File: src/rtl/a_master_port_prio_if.sv
// rtl/a_master_port_prio_if.sv - serial link and controller signals of one arbiter master port
interface a_master_port_prio_if #(
    parameter int S_ID_WIDTH = 2,
    parameter int PRIO_WIDTH = 2
);
    logic                  port_in;
    logic                  port_out;
    logic [1:0]            cmd;
    logic                  req_valid;
    logic [S_ID_WIDTH-1:0] id;
    logic [PRIO_WIDTH-1:0] prio;
    logic [1:0]            com_state;
    logic                  done;

    // Port block side: receives the master's bits and controller commands.
    modport slave (
        input  port_in, cmd,
        output port_out, req_valid, id, prio, com_state, done
    );

    // Driver side: the master link and the arbiter controller together.
    modport master (
        output port_in, cmd,
        input  port_out, req_valid, id, prio, com_state, done
    );
endinterface

File: src/rtl/a_master_port_prio.sv
// rtl/a_master_port_prio.sv - arbiter-side master port: request deserialiser, grant/stop serialiser, ACK tracking
module a_master_port_prio #(
    parameter int NO_SLAVES   = 3,
    parameter int S_ID_WIDTH  = $clog2(NO_SLAVES + 1),
    parameter int PRIO_WIDTH  = 2,
    parameter int ACK_TIMEOUT = 16
) (
    input  logic               clk,
    input  logic               rstN,
    a_master_port_prio_if.slave bus
);
    // Controller commands (00 = no command, ignored everywhere).
    localparam logic [1:0] CMD_STOP_S = 2'b01;
    localparam logic [1:0] CMD_STOP_P = 2'b10;
    localparam logic [1:0] CMD_CLEAR  = 2'b11;

    // Communication status reported to the controller.
    localparam logic [1:0] MC_END_COM  = 2'b00;
    localparam logic [1:0] MC_NAK      = 2'b01;
    localparam logic [1:0] MC_WAIT_ACK = 2'b10;
    localparam logic [1:0] MC_COM      = 2'b11;

    localparam int HDR_LEN = S_ID_WIDTH + PRIO_WIDTH;
    localparam int HCW     = $clog2(HDR_LEN + 1);
    localparam int TCW     = $clog2(ACK_TIMEOUT + 1);

    localparam logic [HCW-1:0] HDR_LAST = HCW'(HDR_LEN - 1);
    localparam logic [HCW-1:0] ID_BITS  = HCW'(S_ID_WIDTH);
    localparam logic [TCW-1:0] TO_LAST  = TCW'(ACK_TIMEOUT - 1);
    localparam logic [TCW-1:0] TO_MAX   = TCW'(ACK_TIMEOUT);

    typedef enum logic [2:0] {
        S_IDLE   = 3'd0,
        S_RX_HDR = 3'd1,
        S_REQ    = 3'd2,
        S_ACK    = 3'd3,
        S_COM    = 3'd4,
        S_HOLD   = 3'd5
    } state_t;

    state_t                r_state;
    state_t                w_state_nxt;
    logic [2:0]            r_hist;
    logic [2:0]            w_hist_nxt;
    logic [HCW-1:0]        r_hdr_cnt;
    logic [S_ID_WIDTH-1:0] r_id;
    logic [PRIO_WIDTH-1:0] r_prio;
    logic [TCW-1:0]        r_to_cnt;
    logic                  r_split;
    logic [1:0]            r_com_state;
    logic                  r_done;
    logic                  r_port_out;
    logic [1:0]            r_tx_sh;
    logic [1:0]            r_tx_cnt;

    logic                  w_tx_busy;
    logic                  w_load;
    logic [2:0]            w_code;
    logic [1:0]            w_com_nxt;
    logic                  w_split_set;
    logic                  w_split_clr;
    logic                  w_id_clr;
    logic                  w_to_clr;
    logic                  w_done_nxt;

    // Pattern matching looks at the history including the bit arriving this edge,
    // so a response is taken on the same edge that samples its last bit.
    assign w_hist_nxt = {r_hist[1:0], bus.port_in};
    assign w_tx_busy  = (r_tx_cnt != 2'd0);

    // State register.
    always_ff @(posedge clk or negedge rstN) begin
        if (!rstN) r_state <= S_IDLE;
        else       r_state <= w_state_nxt;
    end

    // Next-state decode; code-loading transitions wait for the TX shifter to drain.
    always_comb begin
        w_state_nxt = r_state;
        case (r_state)
            S_IDLE: begin
                if (w_hist_nxt == 3'b111) w_state_nxt = S_RX_HDR;
            end
            S_RX_HDR: begin
                if (r_hdr_cnt == HDR_LAST) w_state_nxt = S_REQ;
            end
            S_REQ: begin
                if (bus.cmd == CMD_CLEAR && !w_tx_busy) w_state_nxt = S_ACK;
            end
            S_ACK: begin
                if (w_hist_nxt == 3'b101) begin
                    if (!w_tx_busy) w_state_nxt = S_COM;
                end else if (w_hist_nxt == 3'b110 || r_to_cnt == TO_LAST) begin
                    w_state_nxt = S_IDLE;
                end
            end
            S_COM: begin
                if (w_hist_nxt[1:0] == 2'b01) begin
                    w_state_nxt = S_IDLE;
                end else if ((bus.cmd == CMD_STOP_S || bus.cmd == CMD_STOP_P) && !w_tx_busy) begin
                    w_state_nxt = S_HOLD;
                end
            end
            S_HOLD: begin
                if (w_hist_nxt == 3'b010) w_state_nxt = S_REQ;
            end
            default: w_state_nxt = S_IDLE;
        endcase
    end

    // Transition actions: code loads, status updates, split flag and id clearing.
    always_comb begin
        w_load      = 1'b0;
        w_code      = 3'b000;
        w_com_nxt   = r_com_state;
        w_split_set = 1'b0;
        w_split_clr = 1'b0;
        w_id_clr    = 1'b0;
        w_to_clr    = 1'b0;
        w_done_nxt  = 1'b0;
        case (r_state)
            S_REQ: begin
                if (w_state_nxt == S_ACK) begin
                    w_load    = 1'b1;
                    w_code    = r_split ? 3'b100 : 3'b110;
                    w_com_nxt = MC_WAIT_ACK;
                    w_to_clr  = 1'b1;
                end
            end
            S_ACK: begin
                if (w_state_nxt == S_COM) begin
                    w_load    = 1'b1;
                    w_code    = 3'b111;
                    w_com_nxt = MC_COM;
                end else if (w_state_nxt == S_IDLE) begin
                    w_com_nxt   = MC_NAK;
                    w_split_clr = 1'b1;
                    w_id_clr    = 1'b1;
                end
            end
            S_COM: begin
                if (w_state_nxt == S_IDLE) begin
                    w_com_nxt   = MC_END_COM;
                    w_split_clr = 1'b1;
                    w_id_clr    = 1'b1;
                end else if (w_state_nxt == S_HOLD) begin
                    w_load = 1'b1;
                    if (bus.cmd == CMD_STOP_S) begin
                        w_code      = 3'b010;
                        w_split_set = 1'b1;
                    end else begin
                        w_code      = 3'b011;
                        w_split_clr = 1'b1;
                    end
                end
            end
            S_HOLD: begin
                if (w_state_nxt == S_REQ) w_done_nxt = 1'b1;
            end
            default: ;
        endcase
    end

    // Input history; wiped on any state change so old bits never form a match.
    always_ff @(posedge clk or negedge rstN) begin
        if (!rstN)                     r_hist <= 3'b000;
        else if (w_state_nxt != r_state) r_hist <= 3'b000;
        else                           r_hist <= w_hist_nxt;
    end

    // Header capture: id bits first, then priority, both MSB first.
    always_ff @(posedge clk or negedge rstN) begin
        if (!rstN) begin
            r_hdr_cnt <= '0;
            r_id      <= '0;
            r_prio    <= '0;
        end else if (r_state == S_RX_HDR) begin
            r_hdr_cnt <= r_hdr_cnt + HCW'(1);
            if (r_hdr_cnt < ID_BITS) r_id   <= S_ID_WIDTH'({r_id, bus.port_in});
            else                     r_prio <= PRIO_WIDTH'({r_prio, bus.port_in});
        end else begin
            r_hdr_cnt <= '0;
            if (w_id_clr) r_id <= '0;
        end
    end

    // ACK timeout counter; saturates rather than wrapping.
    always_ff @(posedge clk or negedge rstN) begin
        if (!rstN)                                   r_to_cnt <= '0;
        else if (w_to_clr)                           r_to_cnt <= '0;
        else if (r_state == S_ACK && r_to_cnt != TO_MAX) r_to_cnt <= r_to_cnt + TCW'(1);
    end

    // Status, split flag and stop-confirm pulse.
    always_ff @(posedge clk or negedge rstN) begin
        if (!rstN) begin
            r_com_state <= MC_END_COM;
            r_split     <= 1'b0;
            r_done      <= 1'b0;
        end else begin
            r_com_state <= w_com_nxt;
            r_done      <= w_done_nxt;
            if (w_split_set)      r_split <= 1'b1;
            else if (w_split_clr) r_split <= 1'b0;
        end
    end

    // TX shifter: MSB goes out the cycle after the load, then two more bits, then idle 0.
    always_ff @(posedge clk or negedge rstN) begin
        if (!rstN) begin
            r_port_out <= 1'b0;
            r_tx_sh    <= 2'b00;
            r_tx_cnt   <= 2'd0;
        end else if (w_load) begin
            r_port_out <= w_code[2];
            r_tx_sh    <= w_code[1:0];
            r_tx_cnt   <= 2'd2;
        end else if (w_tx_busy) begin
            r_port_out <= r_tx_sh[1];
            r_tx_sh    <= {r_tx_sh[0], 1'b0};
            r_tx_cnt   <= r_tx_cnt - 2'd1;
        end else begin
            r_port_out <= 1'b0;
        end
    end

    assign bus.port_out  = r_port_out;
    assign bus.req_valid = (r_state == S_REQ);
    assign bus.id        = r_id;
    assign bus.prio      = r_prio;
    assign bus.com_state = r_com_state;
    assign bus.done      = r_done;
endmodule

File: src/flat_wrapper.sv
// flat-port wrapper written by rule: the top's interface ports become plain ports
module a_master_port_prio_flat 
#(
    parameter int NO_SLAVES   = 3,
    parameter int S_ID_WIDTH  = $clog2(NO_SLAVES + 1),
    parameter int PRIO_WIDTH  = 2,
    parameter int ACK_TIMEOUT = 16
)
  (clk, rstN, bus_port_in, bus_cmd, bus_port_out, bus_req_valid, bus_id, bus_prio, bus_com_state, bus_done);
  a_master_port_prio_if #(.S_ID_WIDTH(S_ID_WIDTH), .PRIO_WIDTH(PRIO_WIDTH)) bus_i ();
  input  logic clk;
  input  logic rstN;
  input wire logic [$bits(bus_i.port_in)-1:0] bus_port_in;
  input wire logic [$bits(bus_i.cmd)-1:0] bus_cmd;
  output wire logic [$bits(bus_i.port_out)-1:0] bus_port_out;
  output wire logic [$bits(bus_i.req_valid)-1:0] bus_req_valid;
  output wire logic [$bits(bus_i.id)-1:0] bus_id;
  output wire logic [$bits(bus_i.prio)-1:0] bus_prio;
  output wire logic [$bits(bus_i.com_state)-1:0] bus_com_state;
  output wire logic [$bits(bus_i.done)-1:0] bus_done;
  assign bus_i.port_in = bus_port_in;
  assign bus_i.cmd = bus_cmd;
  assign bus_port_out = bus_i.port_out;
  assign bus_req_valid = bus_i.req_valid;
  assign bus_id = bus_i.id;
  assign bus_prio = bus_i.prio;
  assign bus_com_state = bus_i.com_state;
  assign bus_done = bus_i.done;
  a_master_port_prio #(.NO_SLAVES(NO_SLAVES), .S_ID_WIDTH(S_ID_WIDTH), .PRIO_WIDTH(PRIO_WIDTH), .ACK_TIMEOUT(ACK_TIMEOUT)) u_core (.clk(clk), .rstN(rstN), .bus(bus_i));
endmodule
File: config.mk
export PLATFORM = sky130hd
export DESIGN_NAME = a_master_port_prio_flat
export DESIGN_NICKNAME = d
export VERILOG_FILES = /design/src/rtl/a_master_port_prio_if.sv /design/src/rtl/a_master_port_prio.sv /design/src/flat_wrapper.sv
export SDC_FILE = /design/constraint.sdc
export NUM_CORES = 1
export LEC_CHECK = 0
export ABC_CLOCK_PERIOD_IN_PS = 2700
export BUFFER_PORTS_ARGS = -buffer_cell sky130_fd_sc_hd__buf_2
export CAP_MARGIN = 20
export CORE_MARGIN = 5
export CORE_UTILIZATION = 34
export CTS_BUF_LIST = sky130_fd_sc_hd__clkbuf_4 sky130_fd_sc_hd__clkbuf_8 sky130_fd_sc_hd__clkbuf_16
export DETAILED_ROUTE_END_ITERATION = 10
export GPL_TIMING_DRIVEN = 0
export PLACE_DENSITY = 0.61
export SLEW_MARGIN = 15
export SYNTH_ARGS = -nofsm -noshare
export SYNTH_HDL_FRONTEND = slang
export SYNTH_SLANG_ARGS = --single-unit
File: constraint.sdc
create_clock -name clk -period 2.7 [get_ports clk]
set_input_delay 0.27 -clock clk [delete_from_list [all_inputs] [get_ports clk]]
set_output_delay 0.27 -clock clk [all_outputs]
set_load 0.02 [all_outputs]
==> results.sh <==
export IMPL_place_hpwl_um=2210
export IMPL_first_global_vias=1064
export IMPL_finish_net_count=184
export IMPL_drt_total_wl_um=2880
export IMPL_ctsRootBufferMaster="clkbuf_8"
export IMPL_drive_gt1_share_pct=20.7
export IMPL_drt_first_pass_iters=6
export IMPL_diodes=0
export IMPL_ctsHtreeMaxLevel=1
export IMPL_fmax_mhz=482
export IMPL_cp_end_kind="register"
export IMPL_die_h_um=76.8
export IMPL_synth_top_cell_by_area="dfrtp_1"
export IMPL_critPathMaxFanout=5
export IMPL_ys_seq_elements=26
export IMPL_track_usage_pct=10.4
export IMPL_synth_area_sq_um=1520
export IMPL_cts_sinks=26
export IMPL_drtIter0Drc=33
export IMPL_overflow=0
export IMPL_violations="hold timing"
export IMPL_slew_limit_headroom_pct=60.8
export IMPL_p_total_uw=1640
export IMPL_status="finished, violations left"
export IMPL_clk_latency_ns=0.26
export IMPL_ant_nets=0
export IMPL_numPortBuffers=13
export IMPL_worst_pin_slew_ns=0.588
export IMPL_tns_ns=0
export IMPL_viasPerCell=4.87
export IMPL_slew_violations=0
export IMPL_cp_required_ns=2.84
export IMPL_maxCapViolCount=0
export IMPL_async_flop_share_pct=100
export IMPL_power_density_nw_per_um2=970
export IMPL_syn_inst=153
export IMPL_grt_pass1_wl_um=5000
export IMPL_synth_seq_area_share_pct=42.9
export IMPL_ir_worst_vdd_uv=311
export IMPL_core_area_sq_um=4320
export IMPL_initial_core_util_pct=35.0
export IMPL_path_clk_slew_ns=0.09
export IMPL_drc=0
export IMPL_cts_tree="done"
export IMPL_grt_start_max_net_pins=27
export IMPL_power_leakage_uw=0.000794
export IMPL_rows=24
export IMPL_synth_area_per_cell_sq_um=9.90
export IMPL_wire_per_inst_um=13.0
export IMPL_hold_violations=8
export IMPL_fp_dieW_um=76.8
export IMPL_cts_setup_buffers=0
export IMPL_ios=14
export IMPL_routed_via_count=1077
export IMPL_ys_flop_type="dfrtp_1"
export IMPL_netlist_area_leader_share_pct=42.9
export IMPL_finalWeightedCongestion=0.755
export IMPL_cts_resized=0
export IMPL_ys_types=43
export IMPL_grt_antenna_before_repair=0
export IMPL_clock_skew_ns=0.00186
export IMPL_syn_num_nets=166
export IMPL_layout_min_cycle_time_ns=2.07
export IMPL_cts_buffer_depth=2
export IMPL_setup_viol_count_final=0
export IMPL_path_class="reg -> reg"
export IMPL_synthTopCellsByArea="dfrtp_1, ha_1, nor2_1, inv_1, nand2_1"
export IMPL_synth_edf_count=0
export IMPL_yosysWarnings=0
export IMPL_hp_class="in -> async"
export IMPL_dieArea_sq_um=5890
export IMPL_syn_to_final_growth_pct=11.3
export IMPL_ctsHoldBuffers=0
export IMPL_numCtsBuffers=3
export IMPL_arrival_ns=2.22
export IMPL_period_share_pct=76.8
export IMPL_start_kind="register"
export IMPL_grt_setup_unrepaired="false"
export IMPL_holdWs_ns=-0.00299
[logic make-up (layout without fill, tap and decap cells)]
| family | Yosys count | in the layout | synth area share (%) |
|---|---|---|---|
| XOR/XNOR | 4 | 4 | 2.31 |
| flip-flops | 26 | 26 | 42.9 |
| AO/OA/AOI/OAI | 22 | 22 | 11.1 |
| AND/OR/NAND/NOR | 69 | 69 | 28.2 |
| multiplexers | 3 | 3 | 2.23 |
| adder cells (fa/ha/maj) | 8 | 8 | 6.61 |
| buffers and inverters | 21 | 37 | 6.61 |
[Yosys cell counts (all sizes together) (2+ instances only)]
| master | number |
|---|---|
| or3b | 2 |
| a211oi | 2 |
| nand3b | 2 |
| xor2 | 2 |
| nand4 | 3 |
| o22ai | 2 |
| nor3 | 5 |
| ha | 8 |
| a21oi | 4 |
| dfrtp | 26 |
| and3b | 3 |
| nand2 | 12 |
| mux2 | 3 |
| nand3 | 5 |
| inv | 13 |
| nand2b | 3 |
| o21ai | 9 |
| nor3b | 4 |
| and3 | 2 |
| buf | 7 |
| nor2b | 3 |
| nor2 | 18 |
| xnor2 | 2 |
[final cells by class]
class,instances,area (sq um)
buffer,8,51.3
clock buffer,3,41.3
fill,454,2640
inverter,13,48.8
multi-input combinational,106,764
sequential,26,651
tap,52,65.1
timing repair buffer,13,65.1
[state kept, by name, summed over array words and instances, names as in the netlist, 2 cells and up]
| name | cells |
|---|---|
| u_core.r_tx_cnt | 2 |
| u_core.r_tx_sh | 2 |
| u_core.bus.prio | 2 |
| u_core.r_hdr_cnt | 3 |
| u_core.r_state | 3 |
| u_core.r_hist | 2 |
| u_core.bus.id | 2 |
| u_core.r_to_cnt | 5 |
| u_core.bus.com_state | 2 |
[cell usage in the layout, fill, tap and decap left out, types with 2 or more instances in the layout]
| cell | synthesis | layout |
|---|---|---|
| dfrtp_1 | 26 | 26 |
| nor2_1 | 18 | 18 |
| buf_2 | 5 | 18 |
| inv_1 | 13 | 13 |
| nand2_1 | 12 | 12 |
| ha_1 | 8 | 8 |
| nand3_1 | 5 | 5 |
| o21ai_1 | 4 | 4 |
| o21ai_0 | 4 | 4 |
| a21oi_1 | 4 | 4 |
| and3b_1 | 3 | 3 |
| nor2b_1 | 3 | 3 |
| nand4_1 | 3 | 3 |
| nor3_1 | 3 | 3 |
| mux2_2 | 3 | 3 |
| clkbuf_8 | 0 | 3 |
| and3_1 | 2 | 2 |
| buf_6 | 2 | 2 |
| nand3b_1 | 2 | 2 |
| nor3b_2 | 2 | 2 |
| or3b_1 | 2 | 2 |
| nor3_2 | 2 | 2 |
| nand2b_1 | 2 | 2 |
| o22ai_1 | 2 | 2 |
| nor3b_1 | 2 | 2 |
| xnor2_1 | 2 | 2 |
| xor2_1 | 2 | 2 |
[final timing paths]
path	from	endpoint	slack, ns	cells after the start
max	u_core.r_to_cnt[0]	u_core.r_split	0.63	8
min	rstN	u_core.r_to_cnt[0]	-0.003	1
max reg2reg	u_core.r_to_cnt[0]	u_core.r_split	0.63	8
min reg2reg	u_core.r_hdr_cnt[0]	u_core.r_hdr_cnt[0]	0.43	1
max in group asynchronous	rstN	u_core.r_state[2]	2.32	1
min in group clk	bus_cmd[0]	u_core.r_tx_sh[0]	0.41	3
[power by group]
group	total (uW)	leakage (uW)	switching, uW	internal, uW
Clock	215	0.0000216	115	99.8
Combinational	773	0.000443	423	350
Sequential	648	0.000329	111	537
[metrics by stage]
stage | setup slack [ns] | instances | area (sq um) | utilization (%) | hold WS (ns)
global route | 0.467 | 221 | 1690 | 39.0 | 0.0377
finish | 0.627 | 221 | 1690 | 39.0 | -0.00299
global placement | 0.618 | 218 | 1650 | 38.0 | 0.314
floorplan | 0.883 | 153 | 1520 | - | -0.0256
CTS | 0.568 | 221 | 1690 | 39.0 | 0.0193
detailed placement | 0.587 | 218 | 1650 | 38.0 | 0.312
[per-layer routing]
layer / part of all wire, % / GRT usage (%) / vias up
li1: - / - / 565
met1: 48 / 12.6 / 503
met2: 50 / 18.2 / 9
met3: 2.3 / 2.58 / 0
met4: 0 / 2.62 / 0
met5: 0 / 0 / -
[critical path: stages (launching register included)]
cell	delay (ns)
dfrtp_1	0.42
ha_1	0.18
and3_1	0.16
ha_1	0.15
and3b_1	0.20
a211oi_4	0.29
a21oi_1	0.15
nor3b_2	0.28
o22ai_1	0.12
Note: power is estimated with default switching activity, not from simulation.
